`src/rtl/draw_image_blit.sv`:
```
// Image blitter: streams an IMG_W x IMG_H image from a synchronous colour ROM to the
// VGA pixel write port at a latched origin, with clipping, colour key and horizontal flip.
module draw_image_blit #(
    parameter int IMG_W         = 160,
    parameter int IMG_H         = 120,
    parameter int SCREEN_W      = 160,
    parameter int SCREEN_H      = 120,
    parameter int X_W           = 8,
    parameter int Y_W           = 7,
    parameter int COLOUR_W      = 9,
    parameter int ADDR_W        = 15,
    parameter int TRANSP_EN     = 0,
    parameter int TRANSP_COLOUR = 0
) (
    input  logic                clk,
    input  logic                resetn,
    input  logic                start,
    input  logic [X_W-1:0]      x_origin,
    input  logic [Y_W-1:0]      y_origin,
    input  logic                hflip,
    output logic [ADDR_W-1:0]   rom_address,
    input  logic [COLOUR_W-1:0] rom_q,
    output logic [X_W-1:0]      x,
    output logic [Y_W-1:0]      y,
    output logic [COLOUR_W-1:0] colour,
    output logic                plot,
    output logic                busy,
    output logic                done
);

    localparam int CW = (IMG_W > 1) ? $clog2(IMG_W) : 1;
    localparam int RW = (IMG_H > 1) ? $clog2(IMG_H) : 1;

    typedef enum logic [1:0] {
        S_IDLE  = 2'd0,
        S_FETCH = 2'd1,
        S_DRAIN = 2'd2,
        S_DONE  = 2'd3
    } state_t;

    state_t              r_state;
    state_t              w_next;
    logic                w_accept;
    logic                w_last;
    logic                r_drain_cnt;
    logic                r_busy;
    logic                r_done;

    logic [ADDR_W-1:0]   r_addr;
    logic [CW-1:0]       r_col;
    logic [RW-1:0]       r_row;
    logic [X_W-1:0]      r_x_org;
    logic [Y_W-1:0]      r_y_org;
    logic                r_hflip;

    logic                r_v2;
    logic [CW-1:0]       r_col2;
    logic [RW-1:0]       r_row2;

    logic [X_W-1:0]      r_x;
    logic [Y_W-1:0]      r_y;
    logic [COLOUR_W-1:0] r_colour;
    logic                r_plot;

    logic [CW-1:0]       w_ec;
    logic [X_W:0]        w_sx;
    logic [Y_W:0]        w_sy;
    logic                w_key_hit;
    logic                w_visible;

    assign w_last = (r_col == CW'(IMG_W - 1)) && (r_row == RW'(IMG_H - 1));

    // Next-state decode and start acceptance
    always_comb begin
        w_next   = r_state;
        w_accept = 1'b0;
        case (r_state)
            S_IDLE: begin
                if (start) begin
                    w_next   = S_FETCH;
                    w_accept = 1'b1;
                end else begin
                    w_next = S_IDLE;
                end
            end
            S_FETCH: begin
                if (w_last) begin
                    w_next = S_DRAIN;
                end else begin
                    w_next = S_FETCH;
                end
            end
            S_DRAIN: begin
                if (r_drain_cnt) begin
                    w_next = S_DONE;
                end else begin
                    w_next = S_DRAIN;
                end
            end
            S_DONE:  w_next = S_IDLE;
            default: w_next = S_IDLE;
        endcase
    end

    // State register with registered busy/done flags
    always_ff @(posedge clk or negedge resetn) begin
        if (!resetn) begin
            r_state     <= S_IDLE;
            r_drain_cnt <= 1'b0;
            r_busy      <= 1'b0;
            r_done      <= 1'b0;
        end else begin
            r_state     <= w_next;
            r_drain_cnt <= (r_state == S_DRAIN) ? ~r_drain_cnt : 1'b0;
            r_busy      <= (w_next != S_IDLE);
            r_done      <= (w_next == S_DONE);
        end
    end

    // Pixel index generator; address and (col,row) advance together so no multiply is needed
    always_ff @(posedge clk or negedge resetn) begin
        if (!resetn) begin
            r_addr  <= '0;
            r_col   <= '0;
            r_row   <= '0;
            r_x_org <= '0;
            r_y_org <= '0;
            r_hflip <= 1'b0;
        end else if (w_accept) begin
            r_addr  <= '0;
            r_col   <= '0;
            r_row   <= '0;
            r_x_org <= x_origin;
            r_y_org <= y_origin;
            r_hflip <= hflip;
        end else if ((r_state == S_FETCH) && !w_last) begin
            r_addr <= r_addr + ADDR_W'(1);
            if (r_col == CW'(IMG_W - 1)) begin
                r_col <= '0;
                r_row <= r_row + RW'(1);
            end else begin
                r_col <= r_col + CW'(1);
            end
        end else begin
            r_addr <= r_addr;
        end
    end

    // Tags aligned with rom_q, which arrives one cycle after the address
    always_ff @(posedge clk or negedge resetn) begin
        if (!resetn) begin
            r_v2   <= 1'b0;
            r_col2 <= '0;
            r_row2 <= '0;
        end else begin
            r_v2   <= (r_state == S_FETCH);
            r_col2 <= r_col;
            r_row2 <= r_row;
        end
    end

    assign w_ec      = r_hflip ? (CW'(IMG_W - 1) - r_col2) : r_col2;
    assign w_sx      = {1'b0, r_x_org} + (X_W + 1)'(w_ec);
    assign w_sy      = {1'b0, r_y_org} + (Y_W + 1)'(r_row2);
    assign w_key_hit = (TRANSP_EN != 0) && (rom_q == COLOUR_W'(TRANSP_COLOUR));
    assign w_visible = (32'(w_sx) < 32'(SCREEN_W)) && (32'(w_sy) < 32'(SCREEN_H)) && !w_key_hit;

    // Output stage: coordinates always update for a valid pixel, plot only if on-screen and opaque
    always_ff @(posedge clk or negedge resetn) begin
        if (!resetn) begin
            r_x      <= '0;
            r_y      <= '0;
            r_colour <= '0;
            r_plot   <= 1'b0;
        end else if (r_v2) begin
            r_x      <= w_sx[X_W-1:0];
            r_y      <= w_sy[Y_W-1:0];
            r_colour <= rom_q;
            r_plot   <= w_visible;
        end else begin
            r_plot   <= 1'b0;
        end
    end

    assign rom_address = r_addr;
    assign x           = r_x;
    assign y           = r_y;
    assign colour      = r_colour;
    assign plot        = r_plot;
    assign busy        = r_busy;
    assign done        = r_done;

endmodule

```
`config.mk`:
```
export PLATFORM = sky130hd
export DESIGN_NAME = draw_image_blit
export DESIGN_NICKNAME = d
export VERILOG_FILES = /design/src/rtl/draw_image_blit.sv
export SDC_FILE = /design/constraint.sdc
export NUM_CORES = 1
export LEC_CHECK = 0
export ABC_AREA = 1
export CORE_MARGIN = 1
export CORE_UTILIZATION = 60
export CTS_BUF_LIST = sky130_fd_sc_hd__clkbuf_8
export CTS_CLUSTER_DIAMETER = 200
export CTS_CLUSTER_SIZE = 8
export DETAILED_ROUTE_END_ITERATION = 12
export GPL_TIMING_DRIVEN = 1
export HOLD_SLACK_MARGIN = 0.02
export PLACE_DENSITY_LB_ADDON = 0.1
export SYNTH_ARGS = -nofsm -noshare
export SYNTH_HDL_FRONTEND = slang
export SYNTH_SLANG_ARGS = --single-unit
```
`constraint.sdc`:
```
create_clock -name clk -period 6 [get_ports clk]
set_input_delay 1.5 -clock clk [delete_from_list [all_inputs] [get_ports clk]]
set_output_delay 1.5 -clock clk [all_outputs]
set_load 0.01 [all_outputs]
```
== Yosys cells after proc, flatten, opt, wreduce, memory -nomap -nowiden ==
Cells that the tools add are included.
Cells by class
  add/sub/neg operators: 6
  order comparisons: 2
  equal/unequal tests: 6
  muxes and demuxes: 17
  bitwise gates (word level): 1
  reduce and logical (&&, ||, !) cells: 9
Operator list (number)
  8-bit 2-to-1 mux: 4
  15-bit 2-to-1 mux: 2
  7-bit 2-to-1 mux: 3
  15-bit by 1-bit adder with 15-bit output (second input constant): 1
  8-bit by 8-bit adder with 9-bit output: 1
  9-bit by 8-bit less-than comparator with 1-bit output (second input constant): 1
  7-bit by 7-bit adder with 8-bit output: 1
  8-bit by 1-bit adder with 8-bit output (second input constant): 1
  8-bit == test (second input constant): 1
  8-bit by 7-bit less-than comparator with 1-bit output (second input constant): 1
  2-bit case mux with 4 select lines: 1
  8-bit subtractor (first input constant): 1
  7-bit by 1-bit adder with 7-bit output (second input constant): 1
  7-bit == test (second input constant): 1
  2-bit == test (second input constant): 3
  1-bit 2-to-1 mux: 6
  2-bit nonzero test: 3
  1-bit logical AND: 3
  2-bit by 1-bit == test with 1-bit output (second input constant): 1
  2-bit logical NOT: 1
  2-bit 2-to-1 mux: 1
  2-bit AND reduction: 1
  1-bit logical NOT: 1
  1-bit inverter: 1
Word-level totals
  flip-flop bits (word level): 92
  bits of input ports: 28
  output and inout port bits: 42
  word-level logic and storage cells: 58

== Logic depth before layout (Yosys ltp) ==
  word-level depth: 6
  depth in mapped cells: 14
  gate-level depth less buffers: 14

== Worst setup path before layout ==
OpenSTA, ideal clock, no wires.
  path type: input-to-reg
  start point: input start
  end point: register r_col[0]
  library setup time: 0.126 ns
  arrival time: 2.310 ns
  data required time: 5.874 ns
  slack: 3.564 ns
  cell stages on the path: 6
  buffers on the path: 1
  cells stage by stage: nand2_1 -> nor2_2 -> inv_2 -> o21ai_2 -> buf_2 -> a21oi_1
Between the ends
  cells in the longest elaborated chain, start to end: 3
  elaborated cells between the ends (all ways): 4
  classes of those cells: mux: 3; reduce/logical: 1
RTL lines
  start, declared: line 17  | input logic start,
  1-bit 2-to-1 mux (*): line 79  | if (start) begin
  1-bit 2-to-1 mux (*): line 77  | case (r_state)
  8-bit 2-to-1 mux or 2-bit nonzero test (tied branches)
  end signal, assigned: line 142  | r_col <= r_col + CW'(1);
  end, declared: line 50  | logic [CW-1:0] r_col;
Mark *: on every way between the ends. The rest lies on a longest branch, timed or not.
A chain may end at the register's enable or synchronous reset.

== Worst setup path in the final report ==
  start point: input start
  end point: register r_state[0]
Between the ends
  cells in the longest elaborated chain, start to end: 2
RTL lines
  1-bit 2-to-1 mux: line 79
  2-bit case mux with 4 select lines: line 77
  named net w_next[0]: line 42  | state_t w_next;
  end signal, assigned: line 113  | r_state <= w_next;
  end, declared: line 41  | state_t r_state;
The timed path passes the listed nets, and every way through them passes these cells.

==> flow_metrics.env <==
export IMPL_antenna_cells=0
export IMPL_num_rows=31
export IMPL_synth_xor_area_share_pct=3.40
export IMPL_swShare_pct=21.3
export IMPL_drt_wirelength_per_cell_um=13.4
export IMPL_cts_sinks=92
export IMPL_whs_ps=428
export IMPL_min_from="r_col[5]"
export IMPL_fin_tns_setup_ps=0
export IMPL_drtPass1Iterations=4
export IMPL_synth_area_um2=4640
export IMPL_seq_area_frac_synth_pct=49.6
export IMPL_ys_types=32
export IMPL_synthSimpleGateAreaFrac_pct=28.8
export IMPL_ctsHoldBuffers=0
export IMPL_final_common_cell="nand2_1"
export IMPL_final_nets=689
export IMPL_layout_drive_gt1_share_pct=6.52
export IMPL_cts_buffers=9
export IMPL_start_util_pct=62.9
export IMPL_cts_resized=0
export IMPL_drc=0
export IMPL_skew_ps=11.0
export IMPL_dieArea_um2=8080
export IMPL_overflow=0
export IMPL_reg2reg_slack_ps=3810
export IMPL_cts_setup_buffers=0
export IMPL_viasPerCell=5.27
export IMPL_nFillCells=542
export IMPL_fin_ws_ps=2680
export IMPL_final_max_slew_viol_count=0
export IMPL_worstSetupStartpointType="primary input"
export IMPL_die_y_um=89.9
export IMPL_final_antenna_net_count=0
export IMPL_worstPathArrival_ps=3570
export IMPL_worst_r2r_cell_count=9
export IMPL_hold_violations=0
export IMPL_netSwitchingPower_uw=251
export IMPL_avgSynthCellArea_um2=8.12
export IMPL_globalplace_congestion=0.865
export IMPL_crit_type="in -> reg"
export IMPL_vias=3915
export IMPL_cts_root_buffer="clkbuf_8"
export IMPL_ys_ff_latch=92
export IMPL_place_hpwl_um=7030
export IMPL_setup_viol=0
export IMPL_placed_cell_area_um2=5410
export IMPL_r2r_end="r_col[7]"
export IMPL_synth_adder_area_share_pct=6.26
export IMPL_tritoncts="done"
export IMPL_synth_warning_count=0
export IMPL_hold_path_class="reg -> reg"
export IMPL_synth_compound_area_share_pct=5.50
export IMPL_end_kind="flop"
export IMPL_power_frac_comb_pct=3.5
export IMPL_first_iter_violations=227
export IMPL_period_share_pct=55.4
export IMPL_track_usage_pct=27.0
export IMPL_required_ps=6240
export IMPL_place_ws_ps=2310
export IMPL_fmax_ghz=0.301
export IMPL_cell_internal_pwr_uw=925
export IMPL_ys_flop_type="dfrtp_1"
export IMPL_totalWireLength_um=9930
export IMPL_seq_area_um2=2300
export IMPL_clkTransAtPathRegs_ps=90
export IMPL_grt_pass1_vias=3838
export IMPL_slew_headroom_pct=33.1
export IMPL_port_buffers=69
export IMPL_worstPathMaxFanout=36
export IMPL_min_to="r_col2[5]"
export IMPL_powerDensity_nw_per_um2=208
export IMPL_tightest_slew_ps=999
export IMPL_clock_path_buffers=2
export IMPL_htreeDepth=3
export IMPL_coreArea_um2=7370
export IMPL_antenna_found_initial=0
export IMPL_whs_path_depth=0
export IMPL_die_x_um=89.9
export IMPL_r2r_start="r_state[0]"
export IMPL_status="complete, no violations"
export IMPL_clk_latency_ps=360
export IMPL_clockPowerShare_pct=43.5
export IMPL_synth_top_family_by_area="simple AND/OR/NAND/NOR gates"
export IMPL_final_cell_area_um2=5650
export IMPL_seqPwrFrac_pct=53.1
export IMPL_p_leak_nw=2.88
export IMPL_fin_total_pwr_mw=1.18
export IMPL_multi_input_area_um2=2040
export IMPL_grt_pass1_wl_um=17500
export IMPL_muxShareOfSynthArea_pct=0
export IMPL_vdd_ir_drop_max_mv=0.130
export IMPL_period_minus_slack_ps=3320
export IMPL_syn2layout_area_growth_pct=21.9
export IMPL_final_cell_mix="nand2_1 (211), dfrtp_1 (92), clkdlybuf4s50_1 (68)"
export IMPL_maxCapViolCount=0
export IMPL_syn_nets=621
export IMPL_synthesis_instances=571
export IMPL_ios=70
export IMPL_timing_critical_path_from="start"
export IMPL_rsz0062_at_grt="false"
export IMPL_async_reset_ff_share_pct=100
export IMPL_synth_edff_count=0
export IMPL_grt_start_max_net_pins=74
[critical path, stage by stage]
cell and delay [ps]:
clkdlybuf4s50_1 400, nand2_1 80, nor2_2 30, buf_4 220
inv_2 520, o21ai_2 400, inv_2 290, o21ai_1 100
[cell families (layout without fill, tap and decap cells)]
group                      after synthesis  after routing
DFF                                     92             92
and+or+nand+nor                        315            315
adders and majority gates               22             22
buffers and inverters                   77            150
AOI/OAI and AO/OA                       47             47
xor gates and xnor gates                18             18
[per-stage QoR]
step           util, %  std cells
2_1_floorplan        -        571
6_report          76.7        743
3_3_place_gp      73.4        727
3_5_place_dp      73.4        727
4_1_cts           76.7        743
5_1_grt           76.7        743
[sequential cells by signal (all words and copies together) (netlist names), 7 cells and up]
| name | flops |
|---|---|
| r_x_org | 8 |
| r_row2 | 7 |
| r_y_org | 7 |
| r_row | 7 |
| colour | 9 |
| x | 8 |
| r_col2 | 8 |
| r_col | 8 |
| rom_address | 15 |
| y | 7 |
[synth_stat cells, types with 2 or more instances]
cell type	count	share of area [%]
o21ai_0	11	1.2
nor2_1	28	2.3
buf_2	3	0.32
fa_1	2	0.86
nand2_1	211	17
xor2_1	14	2.6
inv_1	49	4.0
nor3_2	3	0.65
nor3_1	10	1.1
a21oi_1	10	1.1
o21ai_1	17	1.8
inv_2	12	0.97
nor2_2	3	0.40
nand3_1	33	3.6
a31oi_1	4	0.54
or2_1	2	0.27
nand4_1	21	2.8
xnor2_1	4	0.76
clkbuf_1	11	0.89
dfrtp_1	92	50
ha_1	20	5.4
[layout make-up]
cell class / instances / share of cell area [%]
clock buffer: 9 / 2.19
clock inverter: 7 / 2.15
inverter: 62 / 4.12
multi-input combinational: 402 / 36.1
sequential: 92 / 40.7
tap: 99 / 2.19
timing repair buffer: 72 / 12.6
[metal layers]
layer | part of all wire [%] | global-route usage (%) | wire (um)
met4 | 1.7 | 10.6 | 164
met3 | 4.9 | 4.15 | 488
met1 | 45 | 35.4 | 4450
met2 | 49 | 45.4 | 4830
met5 | 0 | 0 | 0
[worst max path at each step]
stage | slack [ps] | cells past startpoint | endpoint
after floorplan | 3560 | 6 | r_col[0]
after global placement | 2340 | 8 | r_state[0]
after detailed placement | 2310 | 9 | r_col[7]
after CTS | 2690 | 9 | r_col[7]
after global routing | 2520 | 8 | r_state[0]
final | 2680 | 8 | r_state[0]
[power by group through the flow]
stage,logic [mW],clock network [mW],registers (mW)
after floorplan,0.00249,0,0.638
after global placement,0.0411,0,0.636
after detailed placement,0.0415,0,0.636
after CTS,0.0417,0.517,0.624
after global routing,0.0451,0.541,0.625
final,0.0406,0.511,0.624
Power figures use the tool's default switching activity.
